**config.mk**
```make
export PLATFORM = sky130hd
export DESIGN_NAME = si_header_parser
export DESIGN_NICKNAME = d
export VERILOG_FILES = /design/src/rtl/si_header_parser.sv
export SDC_FILE = /design/constraint.sdc
export NUM_CORES = 1
export LEC_CHECK = 0
export BUFFER_PORTS_ARGS = -buffer_cell sky130_fd_sc_hd__clkbuf_2
export CORE_MARGIN = 10
export CORE_UTILIZATION = 45
export CTS_CLUSTER_DIAMETER = 30
export DETAILED_ROUTE_END_ITERATION = 10
export PLACE_DENSITY = 0.68
export SYNTH_ARGS = -nofsm -noshare
export SYNTH_HDL_FRONTEND = slang
export SYNTH_SLANG_ARGS = --single-unit
```
**constraint.sdc**
```tcl
create_clock -name clk -period 13.6 [get_ports clk]
set_input_delay 1.36 -clock clk [delete_from_list [all_inputs] [get_ports clk]]
set_output_delay 1.36 -clock clk [all_outputs]
set_load 0.05 [all_outputs]
```
**src/rtl/si_header_parser.sv**
```systemverilog
// AXI-Stream header parser: validates the 128-bit header (magic/version), tracks sequence numbers,
// strips the header and forwards payload beats of valid packets through a two-entry skid stage.
module si_header_parser #(
  parameter int          DATA_WIDTH     = 128,
  parameter int          KEEP_WIDTH     = (DATA_WIDTH + 7) / 8,
  parameter logic [31:0] HEADER_MAGIC   = 32'h5349_5454,
  parameter logic [15:0] HEADER_VERSION = 16'h0001
) (
  input  logic                  clk,
  input  logic                  rst,
  input  logic                  s_axis_tvalid,
  output logic                  s_axis_tready,
  input  logic [DATA_WIDTH-1:0] s_axis_tdata,
  input  logic [KEEP_WIDTH-1:0] s_axis_tkeep,
  input  logic                  s_axis_tlast,
  output logic                  m_axis_tvalid,
  input  logic                  m_axis_tready,
  output logic [DATA_WIDTH-1:0] m_axis_tdata,
  output logic [KEEP_WIDTH-1:0] m_axis_tkeep,
  output logic                  m_axis_tlast,
  output logic                  invalid_packet,
  output logic                  lost_packet
);

  typedef enum logic [1:0] {
    ST_HEADER  = 2'd0,
    ST_PAYLOAD = 2'd1,
    ST_DROP    = 2'd2
  } state_t;

  state_t                 state_r;
  state_t                 next_state_s;

  logic                   header_valid_s;
  logic                   hdr_accept_s;
  logic                   push_s;
  logic [31:0]            hdr_seq_s;

  logic [31:0]            expected_seq_r;
  logic                   seq_known_r;
  logic                   lost_packet_r;

  logic                   out_valid_r;
  logic [DATA_WIDTH-1:0]  out_data_r;
  logic [KEEP_WIDTH-1:0]  out_keep_r;
  logic                   out_last_r;

  logic                   skid_valid_r;
  logic [DATA_WIDTH-1:0]  skid_data_r;
  logic [KEEP_WIDTH-1:0]  skid_keep_r;
  logic                   skid_last_r;

  // A header-only packet (tlast on the header) is rejected even if its fields match.
  function automatic logic header_ok(
    input logic [DATA_WIDTH-1:0] data,
    input logic [KEEP_WIDTH-1:0] keep,
    input logic                  last
  );
    header_ok = (data[31:0] == HEADER_MAGIC) &&
                (data[47:32] == HEADER_VERSION) &&
                (keep == {KEEP_WIDTH{1'b1}}) &&
                !last;
  endfunction

  assign header_valid_s = header_ok(s_axis_tdata, s_axis_tkeep, s_axis_tlast);
  assign hdr_seq_s      = s_axis_tdata[95:64];

  // State register.
  always_ff @(posedge clk or posedge rst) begin
    if (rst) begin
      state_r <= ST_HEADER;
    end else begin
      state_r <= next_state_s;
    end
  end

  // Next-state decode, input ready, reject flag and skid push strobe.
  always_comb begin
    next_state_s   = state_r;
    s_axis_tready  = 1'b1;
    invalid_packet = 1'b0;
    push_s         = 1'b0;
    hdr_accept_s   = 1'b0;
    case (state_r)
      ST_HEADER: begin
        s_axis_tready  = 1'b1;
        invalid_packet = s_axis_tvalid && !header_valid_s;
        if (s_axis_tvalid) begin
          if (header_valid_s) begin
            next_state_s = ST_PAYLOAD;
            hdr_accept_s = 1'b1;
          end else if (!s_axis_tlast) begin
            next_state_s = ST_DROP;
          end else begin
            next_state_s = ST_HEADER;
          end
        end else begin
          next_state_s = ST_HEADER;
        end
      end
      ST_PAYLOAD: begin
        s_axis_tready = !skid_valid_r;
        if (s_axis_tvalid && !skid_valid_r) begin
          push_s = 1'b1;
          if (s_axis_tlast) begin
            next_state_s = ST_HEADER;
          end else begin
            next_state_s = ST_PAYLOAD;
          end
        end else begin
          next_state_s = ST_PAYLOAD;
        end
      end
      ST_DROP: begin
        s_axis_tready  = 1'b1;
        invalid_packet = 1'b1;
        if (s_axis_tvalid && s_axis_tlast) begin
          next_state_s = ST_HEADER;
        end else begin
          next_state_s = ST_DROP;
        end
      end
      default: begin
        next_state_s   = ST_HEADER;
        s_axis_tready  = 1'b1;
        invalid_packet = 1'b0;
      end
    endcase
  end

  // Sequence tracking; only accepted headers touch it, and the first one after reset never flags.
  always_ff @(posedge clk or posedge rst) begin
    if (rst) begin
      expected_seq_r <= 32'd0;
      seq_known_r    <= 1'b0;
      lost_packet_r  <= 1'b0;
    end else begin
      lost_packet_r <= hdr_accept_s && seq_known_r && (hdr_seq_s != expected_seq_r);
      if (hdr_accept_s) begin
        expected_seq_r <= hdr_seq_s + 32'd1;
        seq_known_r    <= 1'b1;
      end
    end
  end

  // Skid stage: the output register refills from the skid entry first so order is preserved.
  always_ff @(posedge clk or posedge rst) begin
    if (rst) begin
      out_valid_r  <= 1'b0;
      out_data_r   <= {DATA_WIDTH{1'b0}};
      out_keep_r   <= {KEEP_WIDTH{1'b0}};
      out_last_r   <= 1'b0;
      skid_valid_r <= 1'b0;
      skid_data_r  <= {DATA_WIDTH{1'b0}};
      skid_keep_r  <= {KEEP_WIDTH{1'b0}};
      skid_last_r  <= 1'b0;
    end else begin
      if (!out_valid_r || m_axis_tready) begin
        if (skid_valid_r) begin
          out_valid_r  <= 1'b1;
          out_data_r   <= skid_data_r;
          out_keep_r   <= skid_keep_r;
          out_last_r   <= skid_last_r;
          skid_valid_r <= 1'b0;
        end else if (push_s) begin
          out_valid_r <= 1'b1;
          out_data_r  <= s_axis_tdata;
          out_keep_r  <= s_axis_tkeep;
          out_last_r  <= s_axis_tlast;
        end else begin
          out_valid_r <= 1'b0;
        end
      end else if (push_s) begin
        skid_valid_r <= 1'b1;
        skid_data_r  <= s_axis_tdata;
        skid_keep_r  <= s_axis_tkeep;
        skid_last_r  <= s_axis_tlast;
      end
    end
  end

  assign m_axis_tvalid = out_valid_r;
  assign m_axis_tdata  = out_data_r;
  assign m_axis_tkeep  = out_keep_r;
  assign m_axis_tlast  = out_last_r;
  assign lost_packet   = lost_packet_r;

endmodule

```
Yosys cells after proc, flatten, opt, wreduce, memory -nomap -nowiden --
Cells that the tools add are included.
Word-level totals: register bits after elaboration 328
Cells by class: add/subtract/negate cells 1, eq/ne operators 6, mux-type cells 24, bitwise logic cells 1, reduce and logical (&&, ||, !) cells 18
Operator list (number):
- $mux W128 | 2
- $add A32 B1 Y32 const B | 1
- $eq A32 B31 Y1 const B | 1
- $mux W16 | 2
- $ne A32 B32 Y1 | 1
- $eq A16 B1 Y1 const B | 1
- $eq A16 B16 Y1 const B | 1
- $mux W1 | 13
- $mux W2 | 5
- $logic_and A1 B1 Y1 | 8
- $pmux W2 S3 | 1
- $logic_not A1 Y1 | 4
- $reduce_and A2 Y1 | 2
- $reduce_bool A2 Y1 | 2
- $eq A2 B1 Y1 const B | 1
- $eq A2 B2 Y1 const B | 1
- $logic_not A2 Y1 | 1
- $pmux W1 S2 | 1
- $logic_or A1 B1 Y1 | 1
- $not A1 Y1 | 1

Depth between registers and ports, before layout --
Gate-level depths: netlist of the first run.
word-level depth 9, mapped depth 8, gate-level depth less buffers 6

Least setup slack after synthesis of the first run --
No wires, ideal clock.
path kind input to output, from in s_axis_tdata[0], to out invalid_packet, arrival 3.320 ns, slack 8.920 ns, stages 5, cell sequence or4b_1 > or4_4 > or4_1 > o21ai_0 > a21oi_1
On the way: cells in the longest elaborated chain, start to end 7
Ends and longest elaborated chain:
- start: declaration | line 13 | input logic [DATA_WIDTH-1:0] s_axis_tdata,
- $eq A32 B31 Y1 | line 59 | header_ok = (data[31:0] == HEADER_MAGIC) &&
- $logic_and A1 B1 Y1 | line 59
- $logic_and A1 B1 Y1 | line 60 | (data[47:32] == HEADER_VERSION) &&
- $logic_and A1 B1 Y1 | line 61 | (keep == {KEEP_WIDTH{1'b1}}) &&
- $logic_not A1 Y1 | line 87 | invalid_packet = s_axis_tvalid && !header_valid_s;
- $logic_and A1 B1 Y1 | line 87
- $pmux W1 S2 | line 84 | case (state_r)
- end: declaration | line 21 | output logic invalid_packet,
No other way between the ends.

Worst setup path in the final report of the first run --
Same ends and word-level chain as after synthesis.

==> metrics, run 1 <==
RSZ-0062 raised after global routing no; Least-Margin Pin Slew 1110 ps; crit path kind in2out; switching power 0.946 mW; met3 routed wirelength 2350 um; clk_lat worst skew 560 ps; RR Endpoint m_axis_tdata[43]$_DFFE_PP0P_; Remaining Overflow, GRT 0; Metal-1 WL 15900 um; CTS tree yes; total CTS buffers 78; internal power 2.57 mW; I/O pins 298; Finish-stage setup viols 0; PortBufs 297; final WL 37400 um; Mapped Avg Cell Area 12.1 um^2; Hold-fix buffers, CTS 0; Top Layer Used met4; Seq/Total Area, Yosys 0.565; hold_ws 474 ps; worst r2r src skid_valid_r$_DFFE_PP0P_; most common flop cell mapped by yosys dfrtp_1; Final Max Slew Viols 0; ANT cells 0; worst hold start m_axis_tdata[25]$_DFFE_PP0P_; Synth area leader dfrtp_1; Lkg Pwr 9.57 nW; synth warn 0; Clock Power Share 0.567; CP peak stage delay 580 ps; ratio of cells with drive above 1 in the final layout 0.389; post-CTS setup buffers 0; Seq pwr share 0.309; post-CTS sizing 0; number of global-route vias before repair 10797; placed cell areas 16300 um^2; CP Data Required Time 12240 ps; DP HPWL 25300 um; Post-route DRC 0; WP data arrival 3610 ps; deepest clock path buffer count 3; wire length of the first global-routing pass 58800 um; max-cap violations 0; Worst Skew 19.9 ps; GP Congestion 0.793; commonest cells in the netlist dfrtp_1 (328), nand2_1 (155), o21ai_0 (149); Max VDD drop 0.0970 mV; largest net degree at the start of global routing 134; Async S/R FF share, synth 1.00; EDFF count, synth 0; clk root buf clkbuf_16; detailed-route via count 10133; Mapped Area 14500 um^2; CP Launch Type input pin; fmax 201 MHz; initial antenna violation count 0; die area 39900 um^2; DRT antenna net count 0; crit path max-delay cell type or4b_1; layout overhead on the synthesized area 31.9%; Routed WL per cell 19.0 um; Hold/Removal Path Class reg2reg; Design Area, Final 19200 um^2; Register-to-Register Path Depth 4; Core Footprint 31700 um^2; Initial Utilization 0.458; count leader, synth dfrtp_1; worst hold endpoint m_axis_tdata[25]$_DFFE_PP0P_; Relative slew margins 0.262; row cnt 65; Starting DRT DRC Count 424; Reg clk slew, reported paths 40 ps; fin crit period 4970 ps; PwrDens 183 nW/um^2; first drt pass iteration count 4; top post-synthesis cells by area dfrtp_1 (57%), mux2_2 (11%), mux2i_1 (10%); GRT Total Usage 0.186; R2R Setup Slk 10460 ps; H-tree Lvls 3; Sw Ratio 0.269; routed wl met2 18300 um; DIE WIDTH 200 um; Cell Chain, Critical Path clkbuf_2, or4b_1, or4_4, or4_1, o21ai_0, a21oi_1, clkbuf_2; Hold Vio Cnt, Final 0; Gate power share 0.124; Nets 1653; Synth top area share 0.565; Setup crit end kind primary output; Synth Instances 1196; crit path max fanout 3; Cell variety after synth 37; DIE HEIGHT 200 um; post-synth net total 1346; Worst Hold Path Cells 2; status finished, final reports clean; setup total negative slack 0 ps; routed vias/inst 5.15; Critical Path Most Common Cell clkbuf_2; synthesized flop and latch total 328; final worst path period share 0.366; clock sink total 328
per-stage QoR:
| stage | utilization | setup slack, ps | std cells | total power, mW |
|---|---|---|---|---|
| 2_1_floorplan | - | 3160 | 1196 | 1.40 |
| 3_3_place_gp | 0.514 | 8550 | 1825 | 1.53 |
| 3_5_place_dp | 0.514 | 8620 | 1825 | 1.54 |
| 4_1_cts | 0.604 | 8590 | 1969 | 3.56 |
| 5_1_grt | 0.604 | 8580 | 1969 | 3.64 |
| 6_report | 0.604 | 8630 | 1969 | 3.51 |
cells in the final DEF (no fill, tap or decap), drive strengths merged:
cell type,netlist,layout
nor4,12,12
or4,3,3
nor2b,2,2
nand2b,1,1
nand3,12,12
xor2,40,40
clkinvlp,0,4
a21o,1,1
buf,7,11
ha,1,1
and4,1,1
or4b,1,1
nand2,155,155
a21oi,4,4
o21ai,149,149
and3,4,4
nor2,8,8
xnor2,22,22
mux2,174,174
mux2i,146,146
dfrtp,328,328
inv,9,12
nor4b,4,4
o32ai,1,1
bufinv,0,14
nand4,23,23
or2,1,1
nor4bb,4,4
and2,1,1
nor3,4,4
clkbuf,74,401
a211oi,1,1
and4b,3,3
clkinv,0,19
power by group through the flow:
stage / registers, mW / logic, mW / clock network (mW)
global route: 1.09 / 0.467 / 2.08
global placement: 1.10 / 0.436 / 0
floorplan: 1.31 / 0.0848 / 0
detailed placement: 1.10 / 0.442 / 0
CTS: 1.09 / 0.443 / 2.03
finish: 1.09 / 0.435 / 1.99
state kept, by name, summed over array words and instances, names as in the netlist:
register	cells
skid_keep_r	16
state_r	2
skid_data_r	128
skid_last_r	1
expected_seq_r	32
skid_valid_r	1
m_axis_tkeep	16
lost_packet	1
m_axis_tdata	128
m_axis_tlast	1
m_axis_tvalid	1
seq_known_r	1
worst max-delay path by stage:
stage	start	cells past startpoint	end
2_1_floorplan	rst	1	expected_seq_r[0]$_DFFE_PP0P_
3_3_place_gp	s_axis_tdata[40]	7	invalid_packet
3_5_place_dp	s_axis_tdata[40]	7	invalid_packet
4_1_cts	s_axis_tdata[40]	7	invalid_packet
5_1_grt	s_axis_tdata[0]	7	invalid_packet
6_report	s_axis_tdata[0]	7	invalid_packet
layer usage:
layer,up-vias,global-route usage
met4,0,0.0749
met3,64,0.0473
met1,4982,0.229
li1,4843,-
met5,-,0
met2,244,0.305
worst max-delay path, delay by kind of cell:
| kind | cells | cell delay, ps |
|---|---|---|
| AO/OA/AOI/OAI | 2 | 260 |
| buffers and inverters | 2 | 360 |
| AND/OR/NAND/NOR | 3 | 1650 |
area by class of cell:
type / instances / area, um^2
well taps: 402 / 503
multi-input cells: 778 / 5970
clock inverters: 40 / 606
inverters: 9 / 41.3
fillers: 2533 / 12600
repair buffers: 308 / 1570
clock buffers: 104 / 2260
flip-flops and latches: 328 / 8210
cell families (layout without fill, tap and decap cells):
family / count (synthesis) / after routing / synth area share
flops: 328 / 328 / 0.565
mux: 320 / 320 / 0.239
simple gates: 239 / 239 / 0.0790
compound gates: 156 / 156 / 0.0544
buf+inv: 90 / 461 / 0.0248
xor+xnor: 62 / 62 / 0.0374
fa+ha+maj: 1 / 1 / 0.000861
(Power assumes the default switching activity.)
==> run 2: changes to the inputs <==
clock period = 4.88 ns   (was 13.6 ns; I/O delays follow)
==> run 2 against run 1 <==
  * Cell count is 0.41% lower
  * Combinational power grew to 2.8 times the previous value
  * Clock power grew to 2.6 times the previous value
  * Via count is 1.1% higher
  * Die area stayed put
  * Register-to-register slack worse by 8600 ps
  * Wire length is 0.38% higher
  * Critical path type unchanged
==> metrics, run 2 (synthesis gave the netlist of run 1 again) <==
Hold-fix buffers, CTS 1 (+1); Core Footprint 31700 um^2 (unchanged); worst setup path start s_axis_tdata[0]; CTS tree yes; CP peak stage delay 570 ps (about the same); Hold/Removal Path Class in2reg; Worst Hold Path Cells 2 (unchanged); total CTS buffers 75 (-3.8%); CP Data Required Time 4390 ps (-7850 ps); deepest clock path buffer count 3 (unchanged); layout overhead on the synthesized area 30.8%; RR Endpoint skid_keep_r[6]$_DFFE_PP0P_; Max VDD drop 0.296 mV (+200%); fmax 311 MHz; crit path max fanout 3 (unchanged); row cnt 65 (unchanged); setup total negative slack 0 ps (unchanged); Remaining Overflow, GRT 0 (unchanged); clock sink total 328 (unchanged); CP top delay family simple AND/OR/NAND/NOR gates; initial antenna violation count 2 (+2); ratio of cells with drive above 1 in the final layout 0.388 (-0.000961); worst r2r src skid_valid_r$_DFFE_PP0P_; Routed WL per cell 19.2 um (+0.79%); fin crit period 3220 ps; RSZ-0062 raised after global routing no; PwrDens 498 nW/um^2 (+170%); first drt pass iteration count 4 (unchanged); final WL 37600 um (+0.38%); Reg clk slew, reported paths 50 ps (about the same); DIE WIDTH 200 um (unchanged); PortBufs 297 (unchanged); Setup crit end kind primary output; Relative slew margins 0.253 (-0.00912); Starting DRT DRC Count 570 (+34%); CP Launch Type input pin; die area 39900 um^2 (unchanged); detailed-route via count 10246 (+1.1%); Buf/Inv on CP 2 (unchanged); crit path max-delay cell type or4b_1; post-CTS sizing 0 (unchanged); post-CTS setup buffers 0 (unchanged); routed vias/inst 5.22 (+1.5%); clk_lat worst skew 550 ps (about the same); Critical Path Most Common Cell clkbuf_2; DRT antenna net count 0 (unchanged); fin worst setup slack 1660 ps (-6960 ps); max-cap violations 0 (unchanged); Initial Utilization 0.458 (unchanged); H-tree Lvls 3 (unchanged); Nets 1648 (-0.30%); most frequent cells in the layout dfrtp_1 (327), clkbuf_2 (297), nand2_1 (155), o21ai_0 (149), mux2_2 (147); Util after Layout 0.599 (-0.00489); total chip power 9.46 mW (+170%); placed cell count 1822 (-0.16%); status finished, final reports clean; Hold Vio Cnt, Final 0 (unchanged); most common cell after layout, fill and taps aside dfrtp_1; Finish-stage setup viols 0 (unchanged); I/O pins 298 (unchanged); fin cells 1961 (-0.41%); R2R Setup Slk 1890 ps (-8570 ps); number of global-route vias before repair 10821 (+0.22%); Register-to-Register Path Depth 5 (+1); final worst path period share 0.659; clk root buf clkbuf_16; worst hold endpoint skid_data_r[107]$_DFFE_PP0P_; Worst Skew 13.9 ps (-5.98 ps); dpl ws 1290 ps (-7330 ps); crit path kind in2out; Post-route DRC 0 (unchanged); Lkg Pwr 9.48 nW (-0.94%); Final Max Slew Viols 0 (unchanged); worst hold start s_axis_tdata[107]; DP HPWL 24800 um (-1.9%); wire length of the first global-routing pass 58700 um (-0.13%); Stages on worst setup path 7 (unchanged); WP data arrival 2730 ps (-880 ps); largest net degree at the start of global routing 163 (+22%); Least-Margin Pin Slew 1120 ps (+13.7 ps); DIE HEIGHT 200 um (unchanged); GP Congestion 0.791 (-0.20%); Cell Chain, Critical Path clkbuf_2, or4b_1, or4_4, or4_1, o21ai_0, a21oi_1, clkbuf_2; GRT Total Usage 0.186 (+0.000369)
run 2: changes by cell type in the layout (fill, tap and decap cells not counted), moves of 3 or more:
cell        previous run  this run
buf_4                 11         4
clkinv_2              14        20
buf_12                 0         4
clkbuf_1               8         4
clkbuf_8              15        11
bufinv_16             14        11
clkinvlp_4             4         7
run 2: layout make-up:
type                    instances  area, um^2
fillers                      2572       12700
well taps                     402         503
multi-input cells             778        5970
repair buffers                306        1610
flip-flops and latches        328        8210
diodes                          1        2.50
clock buffers                  94        2140
inverters                       9        37.5
clock inverters                43         528
run 2: where the power goes:
part           internal (mW)  switching [mW]
Combinational          0.266           0.952
Clock                   3.67            1.55
Sequential              2.92           0.107
run 2: metrics by stage:
stage | cell area (um^2) | hold WS, ps
detailed placement | 16300 | 452
global placement | 16300 | 447
CTS | 19000 | 162
floorplan | 14500 | 427
finish | 19000 | 186
global route | 19000 | 178
run 2: worst max path at each step:
stage,end
global placement,expected_seq_r[18]$_DFFE_PP0P_
finish,invalid_packet
CTS,invalid_packet
detailed placement,expected_seq_r[20]$_DFFE_PP0P_
floorplan,expected_seq_r[0]$_DFFE_PP0P_
global route,invalid_packet
run 2: metal layers:
| metal | global-route usage | routed length (um) | vias to the layer above | share of wire |
|---|---|---|---|---|
| met5 | 0 | 20 | - | 0.00053 |
| met4 | 0.0662 | 751 | 2 | 0.020 |
| met3 | 0.0511 | 2500 | 55 | 0.066 |
| met2 | 0.313 | 18600 | 249 | 0.49 |
| met1 | 0.224 | 15700 | 5115 | 0.42 |
| li1 | - | - | 4825 | - |
==> run 3: changes to the inputs <==
ABC_AREA = 1   (was not set)
PLACE_DENSITY = 0.7   (was 0.68)
clock period = 2.65 ns   (was 4.88 ns; I/O delays follow)
==> run 3 against run 2 <==
  * Utilization is 2.9 points higher
  * Setup slack worse by 1500 ps
  * Critical path depth is 4 higher
  * Die area is 2.6% higher
  * Clock power is 81% higher
  * Critical path type unchanged
  * Final area is 7.8% higher
==> metrics, run 3 <==
status finished, final reports clean; Initial Utilization 0.458 (about the same); Nets 2199 (+33%); Hold/Removal Path Class in2reg; post-synthesis xor/xnor area fraction 0.0246 (-0.0128); H-tree Lvls 3 (unchanged); Core Footprint 32600 um^2 (+2.8%); fin worst setup slack 173 ps (-1490 ps); most common flop cell mapped by yosys dfrtp_1; Starting DRT DRC Count 837 (+47%); post-CTS sizing 0 (unchanged); CP Launch Type input pin; Reg clk slew, reported paths 40 ps (about the same); die area 40900 um^2 (+2.6%); largest family of logic cells by synthesized area simple AND/OR/NAND/NOR gates; post-synth net total 1787 (+33%); clk_lat worst skew 570 ps (+20 ps); max-cap violations 0 (unchanged); worst hold start s_axis_tdata[69]; EDFF count, synth 0 (unchanged); Register-to-Register Path Depth 8 (+3); PwrDens 847 nW/um^2 (+70%); total CTS buffers 76 (+1.3%); Lkg Pwr 10.3 nW (+8.8%); Setup crit end kind primary output; crit path kind in2out; Adder-Cell Fraction of Synth Area 0.000837 (-0.0000239); PortBufs 297 (unchanged); initial antenna violation count 5 (+3); Seq/Total Area, Yosys 0.549 (-0.0157); CP Data Required Time 2380 ps (-2010 ps); fmax 404 MHz; GP Congestion 0.896 (+13%); worst setup path start s_axis_tdata[38]; synthesized flop and latch total 328 (unchanged); Worst Hold Path Cells 3 (+1); DP HPWL 28700 um (+16%); clock sink total 328 (unchanged); row cnt 66 (+1.5%); Remaining Overflow, GRT 0 (unchanged); top post-synthesis cells by area dfrtp_1 (55%), nand2_1 (12%), a31oi_1 (6.1%); Critical Path Most Common Cell nor2_1; Finish-stage setup viols 0 (unchanged); ratio of cells with drive above 1 in the final layout 0.242 (-0.146); routed vias/inst 5.12 (-1.9%); Mapped Avg Cell Area 9.13 um^2 (-25%); Max VDD drop 0.671 mV (+130%); worst hold endpoint m_axis_tdata[69]$_DFFE_PP0P_; synth warn 0 (unchanged); Synth area leader dfrtp_1; Hold-fix buffers, CTS 117 (+116); R2R Setup Slk 710 ps (-1180 ps); DIE HEIGHT 202 um (+1.3%); I/O pins 298 (unchanged); most common cell after layout, fill and taps aside nand2_1; RR Endpoint m_axis_tdata[28]$_DFFE_PP0P_; Routed WL per cell 17.7 um (-7.5%); DIE WIDTH 202 um (+1.3%); detailed-route via count 13100 (+28%); dpl ws 734 ps (-560 ps); GRT Total Usage 0.215 (+0.0289); CP peak stage delay 540 ps (-30 ps); Post-route DRC 0 (unchanged); post-CTS setup buffers 0 (unchanged); Mapped Area 14900 um^2 (+2.9%); layout overhead on the synthesized area 37.2%; worst r2r src state_r[1]$_DFF_PP0_; Relative slew margins 0.265 (+0.0121); most frequent cells in the layout nand2_1 (488), dfrtp_1 (327), clkbuf_2 (297), nor2_1 (211), a31oi_1 (145); fin crit period 2480 ps; clk root buf clkbuf_16; first drt pass iteration count 5 (+1); hold_ws 33.1 ps (-153 ps); Final Max Slew Viols 0 (unchanged); final worst path period share 0.935; WP data arrival 2210 ps (-520 ps); Least-Margin Pin Slew 1100 ps (-18.2 ps); crit path max-delay cell type dlygate4sd3_1; number of global-route vias before repair 13492 (+25%); Hold Vio Cnt, Final 0 (unchanged); Synth top area share 0.549 (-0.0157); largest net degree at the start of global routing 122 (-25%); Util after Layout 0.628 (+0.0292); post-synthesis simple-gate area fraction 0.204 (+0.125); Worst Skew 17.4 ps (+3.51 ps); crit path max fanout 3 (unchanged); count leader, synth nand2_1; wire length of the first global-routing pass 72100 um (+23%); DRT antenna net count 0 (unchanged); CTS tree yes; setup total negative slack 0 ps (unchanged); mux contribution to synthesized area 0.0814 (-0.157); deepest clock path buffer count 3 (unchanged); Async S/R FF share, synth 1.00 (unchanged); Cell variety after synth 33 (-11%); final WL 45300 um (+21%); Synth Instances 1637 (+37%); RSZ-0062 raised after global routing no; commonest cells in the netlist nand2_1 (488), dfrtp_1 (328), nor2_1 (211); Cell Chain, Critical Path dlygate4sd3_1, clkbuf_2, nor2_1, nand2_1, nor2_1, nand2_1, nor2_2, nand2_2, nor2_1, o21ai_0, clkbuf_2; Synth Area in Compound Gates 0.0826 (+0.0283)
==> run 3: cells by family after synthesis <==
group	Yosys count
multiplexers	108
AO/OA/AOI/OAI	209
AND/OR/NAND/NOR	770
adder cells (fa/ha/maj)	1
XOR/XNOR	42
flip-flops	328
buffers and inverters	179
==> run 3: metrics by stage <==
stage                     total power [mW]  cell area, um^2  cells
after floorplan                       7.12            14900   1637
after global placement                7.82            16700   2296
after detailed placement              7.85            16700   2296
after CTS                             17.5            20500   2553
after global routing                  18.0            20500   2557
final                                 17.4            20500   2557
==> run 3: critical path, delay by kind of cell <==
| family | cells | cell delay (ps) |
|---|---|---|
| compound gates | 1 | 80 |
| buf+inv | 3 | 930 |
| simple gates | 7 | 920 |
==> run 3: final cells by class <==
class,instances,area (um^2)
antenna,4,10.0
clock inverter,36,408
fill,2555,12100
sequential,328,8210
clock buffer,104,2230
multi-input combinational,1130,5890
tap,442,553
inverter,84,322
timing repair buffer,429,2870
==> run 3: worst max-delay path by stage <==
| stage | to | slack (ps) | cells past startpoint |
|---|---|---|---|
| 2_1_floorplan | expected_seq_r[0]$_DFFE_PP0P_ | -1990 | 1 |
| 3_3_place_gp | m_axis_tdata[31]$_DFFE_PP0P_ | 770 | 8 |
| 5_1_grt | invalid_packet | 80 | 11 |
| 6_report | invalid_packet | 170 | 11 |
| 3_5_place_dp | m_axis_tdata[67]$_DFFE_PP0P_ | 730 | 8 |
| 4_1_cts | invalid_packet | 220 | 12 |
==> run 3: power breakdown <==
part	switching, mW	internal [mW]	total, mW
clock	2.89	6.54	9.43
combinational	1.78	0.630	2.41
sequential	0.199	5.33	5.53
==> run 3: per-layer routing <==
layer	vias to the layer above	global-route usage	routed length [um]
li1	6210	-	-
met1	6317	0.264	18900
met2	454	0.354	22200
met3	117	0.0417	2530
met4	2	0.112	1640
met5	-	0	13
